--- config.mk ---
export PLATFORM = sky130hd
export DESIGN_NAME = serial_addsub_ctrl_flat
export DESIGN_NICKNAME = d
export VERILOG_FILES = /design/src/rtl/serial_addsub_ctrl_pkg.sv /design/src/rtl/serial_addsub_ctrl_if.sv /design/src/rtl/serial_addsub_ctrl_fulladdsub_bit.sv /design/src/rtl/serial_addsub_ctrl.sv /design/src/flat_wrapper.sv
export SDC_FILE = /design/constraint.sdc
export NUM_CORES = 1
export LEC_CHECK = 0
export CAP_MARGIN = 20
export CORE_UTILIZATION = 50
export CTS_CLUSTER_DIAMETER = 60
export DETAILED_ROUTE_END_ITERATION = 12
export GPL_TIMING_DRIVEN = 0
export PLACE_DENSITY = 0.88
export SYNTH_ARGS = -nofsm -noshare
export SYNTH_HDL_FRONTEND = slang
export SYNTH_HIERARCHICAL = 1
export SYNTH_SLANG_ARGS = --single-unit
--- constraint.sdc ---
create_clock -name clk -period 1.55 [get_ports clk]
set_input_delay 0.155 -clock clk [delete_from_list [all_inputs] [get_ports clk]]
set_output_delay 0.155 -clock clk [all_outputs]
set_load 0.05 [all_outputs]
--- src/rtl/serial_addsub_ctrl_pkg.sv ---
// Shared encodings for the bit-serial add/sub controller: FSM states and opcodes.
package serial_addsub_ctrl_pkg;

  typedef enum logic [1:0] {
    IDLE = 2'd0,
    RUN  = 2'd1,
    DONE = 2'd2
  } state_t;

  localparam logic OP_ADD = 1'b0;
  localparam logic OP_SUB = 1'b1;

endpackage

--- src/rtl/serial_addsub_ctrl_if.sv ---
// Request/result bundle between a requester (master) and the serial add/sub engine (slave).
interface serial_addsub_ctrl_if #(
  parameter int WIDTH = 8
);

  logic             start;
  logic             op;
  logic [WIDTH-1:0] a;
  logic [WIDTH-1:0] b;
  logic             busy;
  logic             done;
  logic [WIDTH-1:0] result;
  logic             cout;

  modport master (
    output start, op, a, b,
    input  busy, done, result, cout
  );

  modport slave (
    input  start, op, a, b,
    output busy, done, result, cout
  );

endinterface

--- src/rtl/serial_addsub_ctrl_fulladdsub_bit.sv ---
// One-bit full add/sub cell: two half add/sub stages whose generate/borrow terms are ORed.
module fulladdsub_bit
  import serial_addsub_ctrl_pkg::*;
(
  input  logic a,
  input  logic b,
  input  logic cin,
  input  logic op,
  output logic s,
  output logic cout
);

  logic half_x;
  logic half_g;
  logic tail_g;

  // For subtract the minuend bit is inverted in each stage's borrow term.
  assign half_x = a ^ b;
  assign half_g = (op == OP_SUB) ? (~a & b) : (a & b);
  assign s      = half_x ^ cin;
  assign tail_g = (op == OP_SUB) ? (~half_x & cin) : (half_x & cin);
  assign cout   = half_g | tail_g;

endmodule

--- src/rtl/serial_addsub_ctrl.sv ---
// Bit-serial add/sub controller: one bit per clock LSB first, carry/borrow rippled through a flag register.
module serial_addsub_ctrl
  import serial_addsub_ctrl_pkg::*;
#(
  parameter int WIDTH = 8
) (
  input logic              clk,
  input logic              rst,
  serial_addsub_ctrl_if.slave bus
);

  localparam int                 CW       = $clog2(WIDTH);
  localparam logic [CW-1:0]      LAST_CNT = CW'(WIDTH - 1);

  state_t           state_reg;
  logic [CW-1:0]    cnt_reg;
  logic [WIDTH-1:0] a_reg;
  logic [WIDTH-1:0] b_reg;
  logic             op_reg;
  logic             flag_reg;
  logic [WIDTH-1:0] result_reg;
  logic             cout_reg;
  logic             busy_reg;
  logic             done_reg;

  logic             bit_s;
  logic             bit_c;

  fulladdsub_bit u_bit (
    .a   (a_reg[0]),
    .b   (b_reg[0]),
    .cin (flag_reg),
    .op  (op_reg),
    .s   (bit_s),
    .cout(bit_c)
  );

  always_ff @(posedge clk or posedge rst) begin
    if (rst) begin
      state_reg  <= IDLE;
      cnt_reg    <= '0;
      a_reg      <= '0;
      b_reg      <= '0;
      op_reg     <= OP_ADD;
      flag_reg   <= 1'b0;
      result_reg <= '0;
      cout_reg   <= 1'b0;
      busy_reg   <= 1'b0;
      done_reg   <= 1'b0;
    end else begin
      done_reg <= 1'b0;
      case (state_reg)
        IDLE, DONE: begin
          if (bus.start) begin
            a_reg     <= bus.a;
            b_reg     <= bus.b;
            op_reg    <= bus.op;
            flag_reg  <= 1'b0;
            cnt_reg   <= '0;
            busy_reg  <= 1'b1;
            state_reg <= RUN;
          end else begin
            state_reg <= IDLE;
          end
        end
        RUN: begin
          // Operands shift right so the active bit is always at position 0.
          a_reg      <= a_reg >> 1;
          b_reg      <= b_reg >> 1;
          result_reg <= {bit_s, result_reg[WIDTH-1:1]};
          flag_reg   <= bit_c;
          cnt_reg    <= cnt_reg + 1'b1;
          if (cnt_reg == LAST_CNT) begin
            cout_reg  <= bit_c;
            busy_reg  <= 1'b0;
            done_reg  <= 1'b1;
            state_reg <= DONE;
          end
        end
        default: begin
          busy_reg  <= 1'b0;
          state_reg <= IDLE;
        end
      endcase
    end
  end

  assign bus.busy   = busy_reg;
  assign bus.done   = done_reg;
  assign bus.result = result_reg;
  assign bus.cout   = cout_reg;

endmodule

--- src/flat_wrapper.sv ---
// flat-port wrapper written by rule: the top's interface ports become plain ports
module serial_addsub_ctrl_flat import serial_addsub_ctrl_pkg::*;
#(
  parameter int WIDTH = 8
)
  (clk, rst, bus_start, bus_op, bus_a, bus_b, bus_busy, bus_done, bus_result, bus_cout);
  serial_addsub_ctrl_if #(.WIDTH(WIDTH)) bus_i ();
  input logic clk;
  input logic rst;
  input wire logic [$bits(bus_i.start)-1:0] bus_start;
  input wire logic [$bits(bus_i.op)-1:0] bus_op;
  input wire logic [$bits(bus_i.a)-1:0] bus_a;
  input wire logic [$bits(bus_i.b)-1:0] bus_b;
  output wire logic [$bits(bus_i.busy)-1:0] bus_busy;
  output wire logic [$bits(bus_i.done)-1:0] bus_done;
  output wire logic [$bits(bus_i.result)-1:0] bus_result;
  output wire logic [$bits(bus_i.cout)-1:0] bus_cout;
  assign bus_i.start = bus_start;
  assign bus_i.op = bus_op;
  assign bus_i.a = bus_a;
  assign bus_i.b = bus_b;
  assign bus_busy = bus_i.busy;
  assign bus_done = bus_i.done;
  assign bus_result = bus_i.result;
  assign bus_cout = bus_i.cout;
  serial_addsub_ctrl #(.WIDTH(WIDTH)) u_core (.clk(clk), .rst(rst), .bus(bus_i));
endmodule
==> metrics.md, run 1 <==
| Metric | Value |
|---|---|
| Status | finished, violations left |
| Failing checks | DRC, setup timing |
| DIE HEIGHT | 57.16 um |
| Switching Share | 40.72% |
| Int Pwr | 2.610 mW |
| Crit. End Element | flop |
| # hold bufs at CTS | 0 |
| Buffer depth of the longest clock path | 2 |
| Sw Pwr | 1.793 mW |
| Number of H-tree levels | 2 |
| DR vias | 1047 |
| Area leader, netlist | dfrtp_1 |
| TNS Setup | -8.204 ps |
| Max_cap viols | 0 |
| LEAKAGE | 0.9254 nW |
| Pwr dens | 2269 nW/um^2 |
| First DRT Iteration DRCs | 31 |
| Max Slew Vio Count | 0 |
| Seq/Total Area, Yosys | 55.92% |
| Max IR drop VDD | 1.102 mV |
| Antenna violations before repair | 0 |
| Crit path launch type | flop |
| Mean Syn Cell Area | 11.89 um^2 |
| Register share of total power | 36.3% |
| Dominant synthesized flop cell | dfrtp_1 |
| Core box area | 2829 um^2 |
| DRT Wirelength | 2.842 mm |
| Max Clk Rate | 641.8 MHz |
| DRC | 5 |
| Total I/O pin count | 31 |
| Initial core utilization | 53.78% |
| HPWL after detailed placement | 2.083 mm |
| Vias in the first global route | 1124 |
| Clock root buffer | clkbuf_4 |
| First-pass GRT wire length | 5.057 mm |
| DR pass1 iterations | 11 |
| Synth top area cells | dfrtp_1, mux2_2, o22ai_1, buf_6, a21oi_1 |
| Count leader, synth | dfrtp_1 |
| Pin count of the biggest net entering global routing | 22 |
| Post-synth ARST share | 100.0% |
| Syn nets | 150 |
| Clock power share | 11.4% |
| R2R depth | 4 |
| Worst skew pair latency | 330 ps |
| Synth warn | 6 |
| Worst Hold Class | in -> async |
| Critical path arrival | 1780 ps |
| Combinational cell fraction of total power | 52.3% |
| CP Class | reg -> reg |
| Netlist Area Pre-Place | 1521 um^2 |
| Cell count after synthesis | 128 |
| Setup Skew | 7.552 ps |
| Clock period minus worst slack | 1558 ps |
| P&R area growth vs syn | 27.55% |
| Num CTS Buffers | 5 |
| Slew HR | 44.91% |
| Seq cells post-synth | 34 |
| Via density | 5.235 |
| Post-synth top cells | dfrtp_1, inv_1, a21oi_1, o22ai_1, mux2_2 |
| N_diodes | 0 |
| Synth unique cells | 22 |
| CTS tree | done |
| Post-synth top area share | 55.92% |
| Wire length per cell | 14.21 um |
| Post-synth EDFFs | 0 |
| Final nets | 190 |
| Final Hold Vio Count | 0 |
| Gpl congestion | 0.7247 |
| Crit Path Max Fanout | 3 |
| Clock Sinks | 34 |
| Critical Path RT | 1770 ps |
| Die area | 3267 um^2 |
| Layout cells sized above 1 | 20.71% |
| Die Wd | 57.16 um |
| Final period util | 100.5% |
| Dpl ws | 52.46 ps |
| Post-route ant nets | 0 |
| Row count | 19 |
| Worst-path clk slew | 100 ps |
| Setup violators final | 1 |
| Final worst setup slack | -8.204 ps |
| GRT overflow | 0 |
| Worst-Margin Slew | 825.4 ps |
| Port-buffer cells | 30 |
| Total global-route track usage | 20.86% |
stage by stage:
stage | std cells | instance area (um^2) | power (mW) | utilization [%] | hold slack [ps]
global placement | 189 | 1861 | 3.812 | 65.77 | 468.3
global route | 200 | 1941 | 4.722 | 68.60 | 350.4
CTS | 198 | 1922 | 4.369 | 67.93 | 293.8
floorplan | 128 | 1521 | 3.323 | - | 262.3
detailed placement | 190 | 1876 | 3.952 | 66.30 | 468.0
finish | 200 | 1941 | 4.403 | 68.60 | 283.7
area by class of cell:
cell class              instances  area, um^2
plain buffers                   8       83.83
well taps                      31       38.79
fillers                       220       888.4
clock inverters                 1       5.005
repair buffers                 33       316.6
flip-flops and latches         34       850.8
multi-input cells              69       526.8
clock buffers                   7       55.05
inverters                      17       63.81
placed cells by master, fill, tap and decap left out, drive strengths merged:
master         synthesis  final
a21oi                 14     14
a22o                   3      3
and2                   1      1
buf                    8     11
clkbuf                 0      7
clkdlybuf4s50          0     19
clkinv                 0      1
dfrtp                 34     34
dlygate4sd2            0     11
ha                     2      2
inv                   17     17
maj3                   1      1
mux2                  13     13
mux2i                  1      1
nand2                  3      3
nand2b                 3      3
nand3                  2      2
nor2                   3      3
o21ai                  5      5
o22ai                 14     14
xnor2                  3      3
xor2                   1      1
power groups by stage:
stage,registers (mW),logic [mW],clock network (mW)
2_1_floorplan,2.02,1.30,0
3_3_place_gp,1.58,2.23,0
3_5_place_dp,1.62,2.33,0
4_1_cts,1.60,2.24,0.526
5_1_grt,1.66,2.50,0.561
6_report,1.60,2.30,0.504
cells by family after synthesis:
group,count (synthesis),synth area share (%)
buf+inv,25,9.704
simple gates,12,4.935
xor+xnor,4,2.303
mux,14,11.02
compound gates,36,13.73
fa+ha+maj,3,2.385
flops,34,55.92
per-layer routing:
layer,global-route usage (%),vias up,share of wire (%)
met5,0,-,0
met4,7.317,0,0.99
met3,6.122,4,4.9
met2,35.46,27,50
met1,25.46,504,44
li1,-,512,-
timing repair:
| action | CTS | global route |
|---|---|---|
| endpoints found under the hold margin | 0 | 0 |
| endpoints found under the setup margin | 11 | 1 |
| pin swaps | 0 | 2 |
| setup buffers | 0 | 2 |
| resized for setup | 11 | 1 |
critical path, cell delays in order (launching register included):
cell and delay, ps:
dfrtp_1 430, xor2_1 190, maj3_2 330, mux2_4 270
a22o_1 220
worst paths after layout:
path / from / to / slack [ps]
min in group clk: bus_b[7] / u_core/b_reg[7] / 360
max in group asynchronous: rst / u_core/a_reg[0] / 700
max reg2reg: u_core/a_reg[0] / u_core/flag_reg / -8
min: rst / u_core/b_reg[6] / 280
max: u_core/a_reg[0] / u_core/flag_reg / -8
min reg2reg: u_core/bus.busy / u_core/bus.busy / 480
Power figures use the tool's default switching activity.
==> run 2: changes to the inputs <==
==> constraint.sdc (replaced) <==
create_clock -name clk -period 1.7 [get_ports clk]
set_input_delay 0.17 -clock clk [delete_from_list [all_inputs] [get_ports clk]]
set_output_delay 0.17 -clock clk [all_outputs]
set_load 0.05 [all_outputs]
==> metrics.md, run 2 (synthesis gave the netlist of run 1 again) <==
| Metric | Value |
|---|---|
| Clock Sinks | 34 (unchanged) |
| Final period util | 95.14% |
| Combinational cell fraction of total power | 51.7% (was 52.3%) |
| Layer with the highest usage | met2 (unchanged) |
| CP Class | reg -> out (was reg -> reg) |
| Final worst setup slack | 82.68 ps (was -8.204 ps) |
| Pwr dens | 2048 nW/um^2 (was 2269 nW/um^2) |
| Max_cap viols | 0 (unchanged) |
| Met3 Usage GRT | 6.122% (unchanged) |
| Port-buffer cells | 30 (unchanged) |
| Max IR drop VDD | 0.9810 mV (was 1.102 mV) |
| Gpl congestion | 0.7247 (unchanged) |
| Initial core utilization | 53.78% (unchanged) |
| Hold slack | 294.3 ps (was 283.7 ps) |
| Antenna violations before repair | 0 (unchanged) |
| Worst setup startpoint | u_core/bus.done (was u_core/a_reg[0]) |
| DRT Wirelength | 2.804 mm (was 2.842 mm) |
| Clock power share | 11.6% (was 11.4%) |
| Critical path cell sequence | clkdlybuf4s50_1 (was xor2_1, maj3_2, mux2_4, a22o_1) |
| Critical Path RT | 1530 ps (was 1770 ps) |
| P&R area growth vs syn | 27.14% (was 27.55%) |
| Worst skew pair latency | 330 ps (about the same) |
| DIE HEIGHT | 57.16 um (unchanged) |
| Worst Hold Class | in -> async (unchanged) |
| Via density | 5.273 (was 5.235) |
| Failing checks | DRC (was DRC, setup timing) |
| Vias in the first global route | 1121 (was 1124) |
| Crit. End Element | output port (was flop) |
| Worst-path clk slew | 100 ps (about the same) |
| Switching Share | 40.76% (was 40.72%) |
| Die area | 3267 um^2 (unchanged) |
| # hold bufs at CTS | 0 (unchanged) |
| Final nets | 188 (was 190) |
| GR Layer Usage met1 | 25.46% (unchanged) |
| Number of H-tree levels | 2 (unchanged) |
| Sw Pwr | 1.615 mW (was 1.793 mW) |
| WP buf/inv | 1 (was 0) |
| DR vias | 1044 (was 1047) |
| First-pass GRT wire length | 5.057 mm (unchanged) |
| Max Slew Vio Count | 0 (unchanged) |
| Pin count of the biggest net entering global routing | 22 (unchanged) |
| Int Pwr | 2.347 mW (was 2.610 mW) |
| GRT overflow | 0 (unchanged) |
| Worst reg2reg endpoint | u_core/flag_reg (unchanged) |
| Buffer depth of the longest clock path | 2 (unchanged) |
| Top delay family on crit path | buffers and inverters (was flip-flops) |
| Dpl ws | 202.5 ps (was 52.46 ps) |
| Crit path largest cell delay | 790 ps (was 430 ps) |
| LEAKAGE | 0.9310 nW (was 0.9254 nW) |
| Total I/O pin count | 31 (unchanged) |
| Area of the multi-input gates | 523.0 um^2 (was 526.8 um^2) |
| Post-route ant nets | 0 (unchanged) |
| Fillers | 217 (was 220) |
| Register Area | 850.8 um^2 (unchanged) |
| Final Hold Vio Count | 0 (unchanged) |
| DR pass1 iterations | 11 (unchanged) |
| First DRT Iteration DRCs | 30 (was 31) |
| Worst-Margin Slew | 816.8 ps (was 825.4 ps) |
| Layout cells sized above 1 | 19.76% (was 20.71%) |
| Status | finished, violations left (unchanged) |
| Most frequent cells in the layout | dfrtp_1, clkdlybuf4s50_1, inv_1 (unchanged) |
| TNS Setup | 0 ps (was -8.204 ps) |
| Total global-route track usage | 20.86% (unchanged) |
| N_diodes | 0 (unchanged) |
| Wire length per cell | 14.16 um (was 14.21 um) |
| Core box area | 2829 um^2 (unchanged) |
| R2R depth | 4 (unchanged) |
| Row count | 19 (unchanged) |
| Clock root buffer | clkbuf_4 (unchanged) |
| Slowest cell on crit path | clkdlybuf4s50_1 (was dfrtp_1) |
| Critical path endpoint | bus_done (was u_core/flag_reg) |
| Crit Path Max Fanout | 1 (was 3) |
| Critical path arrival | 1450 ps (was 1780 ps) |
| Setup Skew | 8.817 ps (was 7.552 ps) |
| Max Clk Rate | 618.3 MHz |
| Flop-to-flop setup slack | 180 ps (was -8 ps) |
| Unrepaired setup endpoints after global routing | false |
| Crit path launch type | flop (unchanged) |
| Register share of total power | 36.7% (was 36.3%) |
| Num CTS Buffers | 5 (unchanged) |
| Commonest non-fill, non-tap cell in the layout | dfrtp_1 (unchanged) |
| Die Wd | 57.16 um (unchanged) |
| Clock period minus worst slack | 1617 ps |
| DRC | 5 (unchanged) |
| Setup violators final | 0 (was 1) |
| HPWL after detailed placement | 2.083 mm (unchanged) |
| FF-to-FF Start | u_core/a_reg[0] (unchanged) |
| GRT met2 Usage | 35.46% (unchanged) |
| Critical path depth | 1 (was 4) |
| Slew HR | 45.48% (was 44.91%) |
| CTS tree | done (unchanged) |
[run 2: cell count changes in the layout (fill, tap and decap cells not counted), sizes merged]
cell,change
buf,-2
dlymetal6s2s,+3
dlygate4sd2,-4
clkdlybuf4s50,+1
[run 2: worst min path at each step]
stage                               start                    to  slack, ps  cells after the start
after global routing                  rst       u_core/b_reg[6]        370                      2
after CTS                             rst       u_core/b_reg[6]        310                      2
after floorplan                 bus_start     u_core/cnt_reg[0]        280                      1
final                                 rst  u_core/bus.result[6]        290                      2
after global placement    u_core/bus.busy       u_core/bus.busy        470                      2
after detailed placement  u_core/bus.busy       u_core/bus.busy        470                      2
[run 2: power groups by stage]
stage	clock network (mW)	logic (mW)	registers (mW)
after floorplan	0	1.19	1.84
after global placement	0	2.03	1.44
after detailed placement	0	2.13	1.48
after CTS	0.480	2.07	1.46
after global routing	0.512	2.24	1.51
final	0.459	2.05	1.45
[run 2: repair_timing]
| item | 4_1_cts | 5_1_grt |
|---|---|---|
| resized for setup | 7 | 3 |
| setup endpoints to repair | 7 | 3 |
| setup buffers | 0 | 0 |
[run 2: layer usage]
layer | vias up | wire length [um]
met3 | 4 | 142
met1 | 505 | 1240
met2 | 27 | 1392
met4 | 0 | 28
met5 | - | 0
li1 | 508 | -
[run 2: through the flow]
stage	power (mW)	util, %	instance area, um^2	cells
after global routing	4.263	68.38	1934	198
after floorplan	3.030	-	1521	128
after detailed placement	3.603	66.30	1876	190
final	3.962	68.38	1934	198
after global placement	3.475	65.77	1861	189
after CTS	4.011	68.11	1927	198
[run 2: cell type report]
type	count	share of cell area, %
Tap cell	31	2.005
Clock inverter	1	0.2587
Clock buffer	7	2.846
Sequential cell	34	43.98
Buffer	8	4.334
Timing Repair Buffer	31	16.24
Multi-Input combinational cell	69	27.04
Inverter	17	3.299
